--- src/rtl/owl_frmbuf_pkg.sv ---
// Shared definitions for the OWL frame buffer: TX sequencer state encoding
// and the default FIFO depth exponent.
package owl_frmbuf_pkg;

  localparam int OWL_AW_DEF = 4;

  typedef enum logic [2:0] {
    T_IDLE  = 3'd0,
    T_LOAD  = 3'd1,
    T_WSET  = 3'd2,
    T_WCLR  = 3'd3,
    T_DRAIN = 3'd4
  } tx_state_e;

endpackage

--- src/rtl/owl_fifo.sv ---
// Byte FIFO, 2^AW deep, first-word-fall-through, wrap-bit pointers.
// A pop in the same cycle frees a slot, so push+pop succeed even when full.
module owl_fifo
  import owl_frmbuf_pkg::*;
#(
  parameter int AW = OWL_AW_DEF
) (
  input  logic          clk,
  input  logic          rst,
  input  logic          wr,
  input  logic [7:0]    wdata,
  input  logic          rd,
  output logic [7:0]    rdata,
  output logic          full,
  output logic          empty,
  output logic [AW:0]   count
);

  localparam int          DEPTH   = 1 << AW;
  localparam logic [AW:0] PTR_ONE = {{AW{1'b0}}, 1'b1};

  logic [7:0]  mem [DEPTH];
  logic [AW:0] wptr, rptr;
  logic        do_wr, do_rd;

  assign empty = (wptr == rptr);
  assign full  = (wptr[AW] != rptr[AW]) && (wptr[AW-1:0] == rptr[AW-1:0]);
  assign count = wptr - rptr;
  assign do_rd = rd && !empty;
  assign do_wr = wr && (!full || do_rd);
  assign rdata = mem[rptr[AW-1:0]];

  always_ff @(posedge clk or negedge rst) begin
    if (!rst) begin
      wptr <= '0;
      rptr <= '0;
    end else begin
      if (do_wr) wptr <= wptr + PTR_ONE;
      if (do_rd) rptr <= rptr + PTR_ONE;
    end
  end

  always_ff @(posedge clk) begin
    if (do_wr) mem[wptr[AW-1:0]] <= wdata;
  end

endmodule

--- src/rtl/owl_frmbuf.sv ---
// Frame buffer between a host and an OWL line transceiver: a TX FIFO drained
// byte-by-byte into the transceiver, and an RX FIFO filled from it.
module owl_frmbuf
  import owl_frmbuf_pkg::*;
#(
  parameter int AW = OWL_AW_DEF
) (
  input  logic          clk,
  input  logic          rst,
  input  logic          tx_wr,
  input  logic [7:0]    tx_wdata,
  input  logic          tx_go,
  output logic          tx_full,
  output logic          tx_busy,
  output logic          tx_done,
  input  logic          rx_rd,
  output logic [7:0]    rx_rdata,
  output logic          rx_empty,
  output logic [AW:0]   rx_len,
  output logic          rx_done,
  output logic          rx_ovf,
  input  logic          rx_clr,
  output logic          owl_wctrl,
  output logic [7:0]    owl_wdata,
  input  logic          owl_wflag,
  input  logic          owl_oe,
  output logic          owl_rctrl,
  input  logic [7:0]    owl_rdata,
  input  logic          owl_rflag,
  input  logic          owl_rxsof,
  input  logic          owl_rxeof,
  output tx_state_e     tx_state,
  output logic [AW:0]   tx_level,
  output logic [AW:0]   rx_level
);

  localparam logic [AW:0] CNT_ONE = {{AW{1'b0}}, 1'b1};
  localparam logic [AW:0] CNT_MAX = '1;

  tx_state_e   state_q, state_d;
  logic [7:0]  tx_head;
  logic        tx_empty, tx_pop;
  logic        rx_full, rx_pop, rx_drop;
  logic        oe_q, oe_fall, rflag_q, rflag_rise;
  logic [AW:0] rx_cnt;

  assign oe_fall    = oe_q & ~owl_oe;
  assign rflag_rise = owl_rflag & ~rflag_q;
  assign rx_pop     = rx_rd & ~rx_empty;
  assign rx_drop    = rflag_rise & rx_full & ~rx_pop;
  assign tx_state   = state_q;

  owl_fifo #(.AW(AW)) u_tx_fifo (
    .clk(clk), .rst(rst), .wr(tx_wr), .wdata(tx_wdata), .rd(tx_pop),
    .rdata(tx_head), .full(tx_full), .empty(tx_empty), .count(tx_level)
  );

  owl_fifo #(.AW(AW)) u_rx_fifo (
    .clk(clk), .rst(rst), .wr(rflag_rise), .wdata(owl_rdata), .rd(rx_rd),
    .rdata(rx_rdata), .full(rx_full), .empty(rx_empty), .count(rx_level)
  );

  always_ff @(posedge clk or negedge rst) begin
    if (!rst) state_q <= T_IDLE;
    else      state_q <= state_d;
  end

  // Transceiver handshake: a one-cycle owl_wctrl offers owl_wdata; the
  // transceiver answers with owl_wflag high for the byte time, and its fall
  // means it can take the next byte, which is offered on the following cycle.
  always_comb begin
    state_d = state_q;
    case (state_q)
      T_IDLE:  if (tx_go && !tx_empty) state_d = T_LOAD;
      T_LOAD:  state_d = T_WSET;
      T_WSET:  if (owl_wflag) state_d = T_WCLR;
      T_WCLR:  if (!owl_wflag) state_d = tx_empty ? T_DRAIN : T_LOAD;
      T_DRAIN: if (oe_fall) state_d = T_IDLE;
      default: state_d = T_IDLE;
    endcase
  end

  always_comb begin
    owl_wctrl = 1'b0;
    owl_wdata = '0;
    tx_pop    = 1'b0;
    tx_busy   = (state_q != T_IDLE);
    if (state_q == T_LOAD) begin
      owl_wctrl = 1'b1;
      owl_wdata = tx_head;
      tx_pop    = 1'b1;
    end
  end

  always_ff @(posedge clk or negedge rst) begin
    if (!rst) begin
      oe_q      <= 1'b0;
      rflag_q   <= 1'b0;
      owl_rctrl <= 1'b0;
      tx_done   <= 1'b0;
      rx_done   <= 1'b0;
      rx_cnt    <= '0;
      rx_len    <= '0;
      rx_ovf    <= 1'b0;
    end else begin
      oe_q      <= owl_oe;
      rflag_q   <= owl_rflag;
      owl_rctrl <= rflag_rise;
      tx_done   <= (state_q == T_DRAIN) && oe_fall;
      rx_done   <= owl_rxeof;
      if (owl_rxeof) rx_len <= rx_cnt;
      // Start-of-frame clear wins over the old count; a same-cycle byte still counts.
      if (owl_rxsof)
        rx_cnt <= rflag_rise ? CNT_ONE : '0;
      else if (rflag_rise && rx_cnt != CNT_MAX)
        rx_cnt <= rx_cnt + CNT_ONE;
      if (rx_drop)     rx_ovf <= 1'b1;
      else if (rx_clr) rx_ovf <= 1'b0;
    end
  end

endmodule

--- config.mk ---
export PLATFORM = sky130hd
export DESIGN_NAME = owl_frmbuf
export DESIGN_NICKNAME = d
export VERILOG_FILES = /design/src/rtl/owl_frmbuf_pkg.sv /design/src/rtl/owl_fifo.sv /design/src/rtl/owl_frmbuf.sv
export SDC_FILE = /design/constraint.sdc
export NUM_CORES = 1
export LEC_CHECK = 0
export ABC_AREA = 1
export ABC_CLOCK_PERIOD_IN_PS = 7000
export CAP_MARGIN = 25
export CORE_ASPECT_RATIO = 0.8
export CORE_MARGIN = 4
export CORE_UTILIZATION = 45
export CTS_CLUSTER_SIZE = 24
export DETAILED_ROUTE_END_ITERATION = 10
export PLACE_DENSITY = 0.65
export SLEW_MARGIN = 25
export SYNTH_ARGS = -nofsm -noshare
export SYNTH_HDL_FRONTEND = slang
export SYNTH_SLANG_ARGS = --single-unit
--- constraint.sdc ---
create_clock -name clk -period 7 [get_ports clk]
set_input_delay 1.4 -clock clk [delete_from_list [all_inputs] [get_ports clk]]
set_output_delay 1.4 -clock clk [all_outputs]
set_load 0.01 [all_outputs]
==> metrics.cfg, run 1 <==
[final_layout]
syn_to_final_growth_pct = 16.3
diodes = 0
post_route_cells_drive_above_1_share_pct = 7.53
final_common_cell = nand2_1
most-common-layout-cells = nand2_1 (303), edfxtp_1 (256), inv_1 (132)
nets = 1327
final_cells = 1672

[clock_network]
ctsHoldBuffers = 0
clockBufferDepth = 3
h-tree-depth = 1
clock-sinks = 295
clk_latency_ps = 550
cts_resized = 0
cts_setup_buffers = 0
clkTransAtPathRegs_ps = 60
cts_buffers = 30
cts_tree = done
cts-root-buf = clkbuf_16

[pwr]
powerDensity_mw_per_mm2 = 422
p_leak_nw = 6.01
ir_worst_vdd_uv = 379

[route]
drc = 0
via_per_inst = 5.15
wl_per_cell_um = 17.4
detail-route-antenna-nets = 0
firstDrtPassIters = 5
drt_iter0_drc = 690
wl_mm = 29.1
via_count = 8613

[logic_synthesis]
yosysSeqAreaShare_pct = 66.9
synthesis.nets = 1259
synth_cell_types = 33
yosysWarnings = 0
syn_inst = 1210
ys_ff_latch = 295
syn_area_mm2 = 0.0129
syn_area_per_cell_um2 = 10.7

[sta]
setup_viol = 0
min_period_ps = 4780
fmax_mhz = 209
skew_ps = 14.0
worstMarginPinSlew_ps = 935
relSlewSlack_pct = 37.3
rsz0062_at_grt = no
slew_viol_final = 0
final-hold-violation-count = 0
setup-tns-final_ps = 0
finalCritPeriodShare_pct = 68.3

[critical_path]
rr_worst_depth = 8
crit_arrival_ps = 3380
crit_fanout = 59
endpoint_kind = output port
rr_startpoint = u_rx_fifo.rptr[1]$_DFFE_PN0P_
cp.required_ps = 5600
regToRegEndpoint = u_rx_fifo.mem[12][0]$_DFFE_PP_
r2r_slack_ps = 3460
startpoint_type = flop
criticalPathCategory = reg -> out

[placed_design]
io_buffer_count = 68
hpwl_mm = 18.3
dp.cells = 1616
gp_routability_congestion = 0.839

[status]
outcome = finished, final reports clean

[global_routing]
grt-ovfl-total = 0
antenna_found_initial = 0
grt_pass1_wl_mm = 45.5
grt_pass1_vias = 8176
grt_use_total_pct = 18.2
grt_start_max_net_pins = 66

[floorplanning]
die_h_um = 160
die_area_mm2 = 0.0316
boundaryPins = 69
core-area_mm2 = 0.0283
initial_utilization_pct = 45.8
die_x_um = 198
core.rowCount = 55

[hold_path]
hold_depth = 1
min_from = rx_cnt[3]$_DFFE_PN0P_
hold_end = rx_cnt[3]$_DFFE_PN0P_
min_path_type = reg -> reg

[run]
max_cap_violations = 0

-- cell usage after synthesis (all sizes together) --
master  instances  area share [%]
nand3          87             3.4
xor2           17             1.2
ha             20             1.9
fa              2            0.31
edfxtp        256              59
dfrtp          39             7.5
o211ai         17            0.99
clkinv          3           0.087
o22ai           9            0.44
xnor2           5            0.40
inv           141             4.2
and2b           1           0.058
nor4            2           0.097
mux2            1           0.087
buf            37             1.7
a21oi          21            0.84
nand4           2           0.097
nor3           16            0.71
o21ai          84             3.2
nand2         310             9.4
nor2          129             3.7
clkbuf         11            0.32
-- per-layer routing --
layer  GRT usage, %  share of wire, %  up-vias
met5              0                 0        -
met1           28.6                47     4106
met4           4.07               2.0        0
met3           3.46               7.6       44
li1               -                 -     4168
met2           26.4                43      295
-- kinds of logic (layout without fill, tap and decap cells) --
logic type	Yosys count	count (layout)	synth area share (%)
flip-flops	295	295	66.9
adder cells (fa/ha/maj)	22	22	2.24
buffers and inverters	192	284	6.25
AO/OA/AOI/OAI	131	131	5.51
AND/OR/NAND/NOR	547	547	17.4
XOR/XNOR	22	22	1.55
multiplexers	1	1	0.0870
-- critical path, cell delays in order, from the launching register on --
cell,delay [ps]
dfrtp_1,320
buf_4,460
clkinv_1,520
fa_1,590
nand3_1,110
nand2_1,80
xor2_1,160
clkdlybuf4s50_1,590
-- cell type report --
| type | instances | area (µm²) |
|---|---|---|
| multi-input cells | 723 | 3510 |
| clock inverters | 19 | 210 |
| repair buffers | 84 | 808 |
| well taps | 370 | 463 |
| clock buffers | 37 | 838 |
| flip-flops and latches | 295 | 8670 |
| inverters | 144 | 553 |
| fillers | 2441 | 13200 |
-- through the flow --
| stage | utilization (%) | instance area [µm²] | hold slack, ps | power, W | worst slack (ps) |
|---|---|---|---|---|---|
| finish | 53.2 | 15000 | 468 | 0.00635 | 2220 |
| global placement | 49.3 | 13900 | 454 | 0.00466 | 2660 |
| global route | 53.2 | 15000 | 493 | 0.00675 | 1930 |
| floorplan | - | 12900 | 433 | 0.00379 | 3980 |
| CTS | 53.2 | 15000 | 469 | 0.00638 | 2170 |
| detailed placement | 49.5 | 14000 | 453 | 0.00471 | 2790 |
-- worst max path at each step --
stage / startpoint / end / cells past startpoint
after detailed placement: u_rx_fifo.rptr[1]$_DFFE_PN0P_ / rx_level[4] / 7
final: u_rx_fifo.rptr[1]$_DFFE_PN0P_ / rx_level[4] / 7
after CTS: u_rx_fifo.rptr[1]$_DFFE_PN0P_ / rx_level[4] / 7
after global routing: u_rx_fifo.rptr[1]$_DFFE_PN0P_ / rx_level[4] / 7
after floorplan: u_rx_fifo.rptr[1]$_DFFE_PN0P_ / rx_level[4] / 6
after global placement: u_rx_fifo.rptr[0]$_DFFE_PN0P_ / rx_rdata[3] / 9
-- power by group --
part / leakage, nW / total, W / internal (W) / switching [W]
Sequential: 2.79 / 0.00226 / 0.00209 / 0.000166
Combinational: 2.70 / 0.00243 / 0.000920 / 0.00151
Clock: 0.509 / 0.00166 / 0.000998 / 0.000662
-- flip-flops by register name (all words and copies together) (netlist names), 3 cells and up --
register / flops
rx_cnt: 5
rx_len: 5
tx_state: 3
u_rx_fifo.mem: 128
u_rx_fifo.rptr: 5
u_rx_fifo.wptr: 5
u_tx_fifo.mem: 128
u_tx_fifo.rptr: 5
u_tx_fifo.wptr: 5
Note: power is estimated with default switching activity, not from simulation.
==> run 2, diff against run 1 <==
Settings changed: ABC_CLOCK_PERIOD_IN_PS 7000 to 4900.
Clock period 7 ns to 4.9 ns, I/O delays scaled along.
==> run 2 against run 1 <==
Net effect: cell count rose by 0.24%; via count fell by 0.43%; highest routed layer unchanged; global-route usage rose by 0.27 points.
==> metrics.cfg, run 2 (synthesized netlist as in run 1, its figures left out) <==
[final_layout]
most-common-layout-cells = nand2_1 (303), edfxtp_1 (256), inv_1 (132)
nets = 1333  ; +0.45%
post_route_cells_drive_above_1_share_pct = 6.51  ; -1.0 points
final_design_area_no_fill_mm2 = 0.0150  ; -0.48%
syn_to_final_growth_pct = 15.7
diodes = 0  ; unchanged
ff_latch_area_mm2 = 0.00867  ; unchanged
final_common_cell = nand2_1
final_cells = 1676  ; +0.24%
fillers = 2408  ; -1.4%
utilization_pct = 52.9  ; -0.26 points
multi_input_area_mm2 = 0.00348  ; -0.89%

[sta]
slew_viol_final = 0  ; unchanged
min_period_ps = 4160
finalCritPeriodShare_pct = 84.9
setup-tns-final_ps = 0  ; unchanged
final-hold-violation-count = 0  ; unchanged
skew_ps = 11.1  ; -2.88 ps
fmax_mhz = 240
worstMarginPinSlew_ps = 902  ; -32.5 ps
rsz0062_at_grt = no
hold_ws_ps = 314  ; -154 ps
setup_viol = 0  ; unchanged
relSlewSlack_pct = 39.6  ; +2.3 points

[clock_network]
cts_tree = done
ctsHoldBuffers = 0  ; unchanged
clockBufferDepth = 3  ; unchanged
cts_buffers = 30  ; unchanged
clk_latency_ps = 540  ; about the same
clock-sinks = 295  ; unchanged
cts_resized = 0  ; unchanged
cts-root-buf = clkbuf_16
clkTransAtPathRegs_ps = 60  ; about the same
h-tree-depth = 1  ; unchanged
cts_setup_buffers = 0  ; unchanged

[floorplanning]
core-area_mm2 = 0.0283  ; unchanged
die_x_um = 198  ; unchanged
initial_utilization_pct = 45.8  ; unchanged
boundaryPins = 69  ; unchanged
die_h_um = 160  ; unchanged
core.rowCount = 55  ; unchanged
die_area_mm2 = 0.0316  ; unchanged

[run]
max_cap_violations = 0  ; unchanged

[route]
via_count = 8576  ; -0.43%
via_per_inst = 5.12  ; -0.67%
detail-route-antenna-nets = 0  ; unchanged
drc = 0  ; unchanged
firstDrtPassIters = 5  ; unchanged
wl_mm = 29.4  ; +0.70%
wl_per_cell_um = 17.5  ; +0.46%
drt_iter0_drc = 752  ; +9.0%

[critical_path]
regToRegEndpoint = u_tx_fifo.mem[1][2]$_DFFE_PP_
startpoint_type = flop
criticalPathCategory = reg -> out
crit_fanout = 41  ; -31%
endpoint_kind = output port
rr_startpoint = u_tx_fifo.rptr[1]$_DFFE_PN0P_
crit_arrival_ps = 3180  ; -200 ps
cp.required_ps = 3920  ; -1680 ps
r2r_slack_ps = 1740  ; -1720 ps
rr_worst_depth = 10  ; +2

[global_routing]
grt_use_total_pct = 18.5  ; +0.27 points
antenna_found_initial = 0  ; unchanged
grt_pass1_wl_mm = 46.6  ; +2.5%
grt-ovfl-total = 0  ; unchanged
grt_pass1_vias = 8381  ; +2.5%
grt_start_max_net_pins = 68  ; +3.0%

[status]
outcome = finished, final reports clean

[placed_design]
dp.cells = 1621  ; +0.31%
placed_area_mm2 = 0.0140  ; about the same
hpwl_mm = 18.4  ; +0.46%
gp_routability_congestion = 0.833  ; -0.67%
io_buffer_count = 68  ; unchanged

[hold_path]
min_path_type = in -> async

[pwr]
ir_worst_vdd_uv = 888  ; +130%
powerDensity_mw_per_mm2 = 595  ; +41%
p_leak_nw = 5.98  ; -0.41%

==> run 2: how the worst max path moves through the flow <==
stage | startpoint | endpoint | cells past startpoint
after floorplan | u_rx_fifo.rptr[1]$_DFFE_PN0P_ | rx_level[4] | 6
after global placement | u_rx_fifo.rptr[0]$_DFFE_PN0P_ | rx_rdata[5] | 7
after detailed placement | u_rx_fifo.rptr[0]$_DFFE_PN0P_ | rx_rdata[5] | 7
after CTS | u_rx_fifo.rptr[0]$_DFFE_PN0P_ | rx_rdata[5] | 7
after global routing | u_rx_fifo.rptr[0]$_DFFE_PN0P_ | rx_rdata[4] | 9
final | u_rx_fifo.rptr[0]$_DFFE_PN0P_ | rx_rdata[5] | 7
==> run 2: final cells by class <==
class	count	share of cell area [%]
clock buffer	36	5.31
clock inverter	18	1.05
tap	370	3.09
sequential	295	57.9
timing repair buffer	90	5.78
inverter	144	3.68
multi-input combinational	723	23.2
==> run 2: per-stage QoR <==
stage | worst slack, ps | power, W
3_3_place_gp | 1300 | 0.00668
5_1_grt | 462 | 0.00948
2_1_floorplan | 2300 | 0.00541
4_1_cts | 674 | 0.00895
6_report | 738 | 0.00890
3_5_place_dp | 1260 | 0.00673
==> run 2: critical path: stages (launching register included) <==
cell and delay (ps):
dfrtp_2 560, inv_1 680, buf_12 290, nor2_1 60, o211ai_1 230, nand3_1 130
nand2_1 130, clkdlybuf4s50_1 550
==> run 2: power breakdown <==
group,internal (W),switching [W]
clock network,0.00130,0.000916
registers,0.00299,0.000207
logic,0.00132,0.00217
total,0.00561,0.00329
==> run 2: layer usage <==
metal  routed length [µm]  vias up  part of all wire [%]  GRT usage (%)
met5                    0        -                     0              0
met4                  523        0                   1.8           3.69
met3                 2000       33                   6.8           3.86
met2                12700      255                    43           27.1
met1                14100     4098                    48           28.7
li1                     -     4190                     -              -
==> run 3, diff against run 2 <==
Settings changed: ABC_CLOCK_PERIOD_IN_PS 4900 to 4200.
Clock period 4.9 ns to 4.2 ns, I/O delays scaled along.
==> run 3 against run 2 <==
Net effect: routed wire length is 0.20% lower; core utilization grew 0.57 points; first-iteration DRC count increased by 13%; sequential cell count unchanged; cell count grew 0.12%; clock-buffer cell count unchanged; sequential power rose by 16%; sequential share of layout area down 0.61 points; clock power increased by 38%; worst setup slack got worse by 340 ps; worst hold slack improved by 110 ps; critical path type unchanged; largest cell class unchanged; highest routed layer unchanged.
==> metrics.cfg, run 3 (synthesized netlist as in run 1, its figures left out) <==
[pwr]
powerDensity_mw_per_mm2 = 717  ; +21%
ir_worst_vdd_uv = 939  ; +5.8%
p_leak_nw = 6.07  ; +1.5%

[route]
wl_per_cell_um = 17.5  ; -0.32%
detail-route-antenna-nets = 0  ; unchanged
drc = 0  ; unchanged
via_per_inst = 5.12  ; +0.15%
drt_iter0_drc = 852  ; +13%
via_count = 8599  ; +0.27%
firstDrtPassIters = 5  ; unchanged
wl_mm = 29.3  ; -0.20%

[sta]
setup-tns-final_ps = 0  ; unchanged
setup_viol = 0  ; unchanged
fmax_mhz = 263
min_period_ps = 3800
skew_ps = 12.3  ; +1.20 ps
final-hold-violation-count = 0  ; unchanged
relSlewSlack_pct = 39.4  ; -0.22 points
rsz0062_at_grt = no
worstMarginPinSlew_ps = 909  ; +6.64 ps
finalCritPeriodShare_pct = 90.5
slew_viol_final = 0  ; unchanged

[clock_network]
clock-sinks = 295  ; unchanged
h-tree-depth = 1  ; unchanged
cts-root-buf = clkbuf_16
cts_buffers = 30  ; unchanged
cts_setup_buffers = 0  ; unchanged
clkTransAtPathRegs_ps = 60  ; about the same
clockBufferDepth = 3  ; unchanged
ctsHoldBuffers = 0  ; unchanged
cts_tree = done
clk_latency_ps = 550  ; about the same
cts_resized = 0  ; unchanged

[floorplanning]
initial_utilization_pct = 45.8  ; unchanged
core.rowCount = 55  ; unchanged
die_area_mm2 = 0.0316  ; unchanged
die_x_um = 198  ; unchanged
die_h_um = 160  ; unchanged
core-area_mm2 = 0.0283  ; unchanged
boundaryPins = 69  ; unchanged

[placed_design]
hpwl_mm = 18.3  ; -0.58%
gp_routability_congestion = 0.831  ; -0.34%
io_buffer_count = 68  ; unchanged

[final_layout]
most-common-layout-cells = nand2_1 (303), edfxtp_1 (256), inv_1 (132)
fillers = 2427  ; +0.79%
nets = 1333  ; unchanged
ff_latch_area_mm2 = 0.00867  ; unchanged
utilization_pct = 53.5  ; +0.57 points
diodes = 0  ; unchanged
final_common_cell = nand2_1
post_route_cells_drive_above_1_share_pct = 7.03  ; +0.53 points
syn_to_final_growth_pct = 16.9
multi_input_area_mm2 = 0.00347  ; -0.14%

[global_routing]
grt_start_max_net_pins = 66  ; -2.9%
antenna_found_initial = 0  ; unchanged
grt-ovfl-total = 0  ; unchanged
grt_pass1_vias = 8331  ; -0.60%
grt_use_total_pct = 18.4  ; -0.064 points
grt_pass1_wl_mm = 46.3  ; -0.73%

[run]
max_cap_violations = 0  ; unchanged

[critical_path]
endpoint_kind = output port
startpoint_type = flop
crit_fanout = 35  ; -15%
crit_arrival_ps = 2960  ; -220 ps
cp.required_ps = 3360  ; -560 ps
criticalPathCategory = reg -> out

[hold_path]
min_path_type = in -> async

[status]
outcome = finished, final reports clean

[run 3: cell types whose count changed in the layout (fill, tap and decap cells not counted)]
cell / before / now
bufinv_16: 3 / 10
clkinv_1: 14 / 8
buf_12: 2 / 0
buf_4: 20 / 22
clkinv_2: 2 / 4
clkinvlp_4: 1 / 0
nor3_1: 14 / 15
nor3_2: 1 / 0
[run 3: per-stage QoR]
step | hold WS (ps) | setup slack [ps] | total power [W] | area, µm² | std cells
after detailed placement | 457 | 982 | 0.00783 | 14000 | 1622
after global routing | 477 | 188 | 0.0115 | 15100 | 1678
after floorplan | 433 | 1640 | 0.00632 | 12900 | 1210
after CTS | 447 | 378 | 0.0109 | 15100 | 1678
final | 425 | 399 | 0.0108 | 15100 | 1678
after global placement | 453 | 1010 | 0.00779 | 14000 | 1622
[run 3: metal layers]
metal	GRT usage, %	part of all wire (%)	vias up
li1	-	-	4177
met1	28.8	47	4125
met2	26.8	44	266
met3	3.75	7.0	31
met4	3.63	1.5	0
met5	0	0	-
[run 3: worst max-delay path: stages, from the launching register on]
cell and delay, ps:
dfrtp_2 430, inv_2 480, buf_4 420, nand2_1 110, nand3_1 90, nand2_1 60
nand2_1 50, nand2_1 70, inv_1 110, a21oi_1 90, clkdlybuf4s50_1 480
[run 3: layout make-up]
cell class / instances / share of cell area, %
sequential: 295 / 57.3
multi-input combinational: 723 / 22.9
timing repair buffer: 90 / 5.56
clock buffer: 36 / 5.25
inverter: 144 / 3.64
tap: 370 / 3.06
clock inverter: 20 / 2.30
[run 3: power by group]
| group | total [W] | leakage, nW | internal [W] | switching [W] |
|---|---|---|---|---|
| Clock | 0.00306 | 0.557 | 0.00196 | 0.00110 |
| Combinational | 0.00408 | 2.72 | 0.00153 | 0.00255 |
| Sequential | 0.00371 | 2.79 | 0.00349 | 0.000223 |
[run 3: final timing paths]
| kind | from | endpoint | slack, ps | cells after the start |
|---|---|---|---|---|
| setup / recovery | u_tx_fifo.rptr[0]$_DFFE_PN0P_ | owl_wdata[2] | 400 | 10 |
| hold / removal | rst | rx_cnt[0]$_DFFE_PN0P_ | 420 | 1 |
| setup reg to reg | u_tx_fifo.rptr[2]$_DFFE_PN0P_ | u_tx_fifo.mem[9][4]$_DFFE_PP_ | 1190 | 10 |
| hold reg to reg | rx_cnt[3]$_DFFE_PN0P_ | rx_cnt[3]$_DFFE_PN0P_ | 470 | 1 |
| max in group asynchronous | rst | u_tx_fifo.rptr[0]$_DFFE_PN0P_ | 3140 | 1 |
| min in group clk | rx_cnt[3]$_DFFE_PN0P_ | rx_cnt[3]$_DFFE_PN0P_ | 470 | 1 |
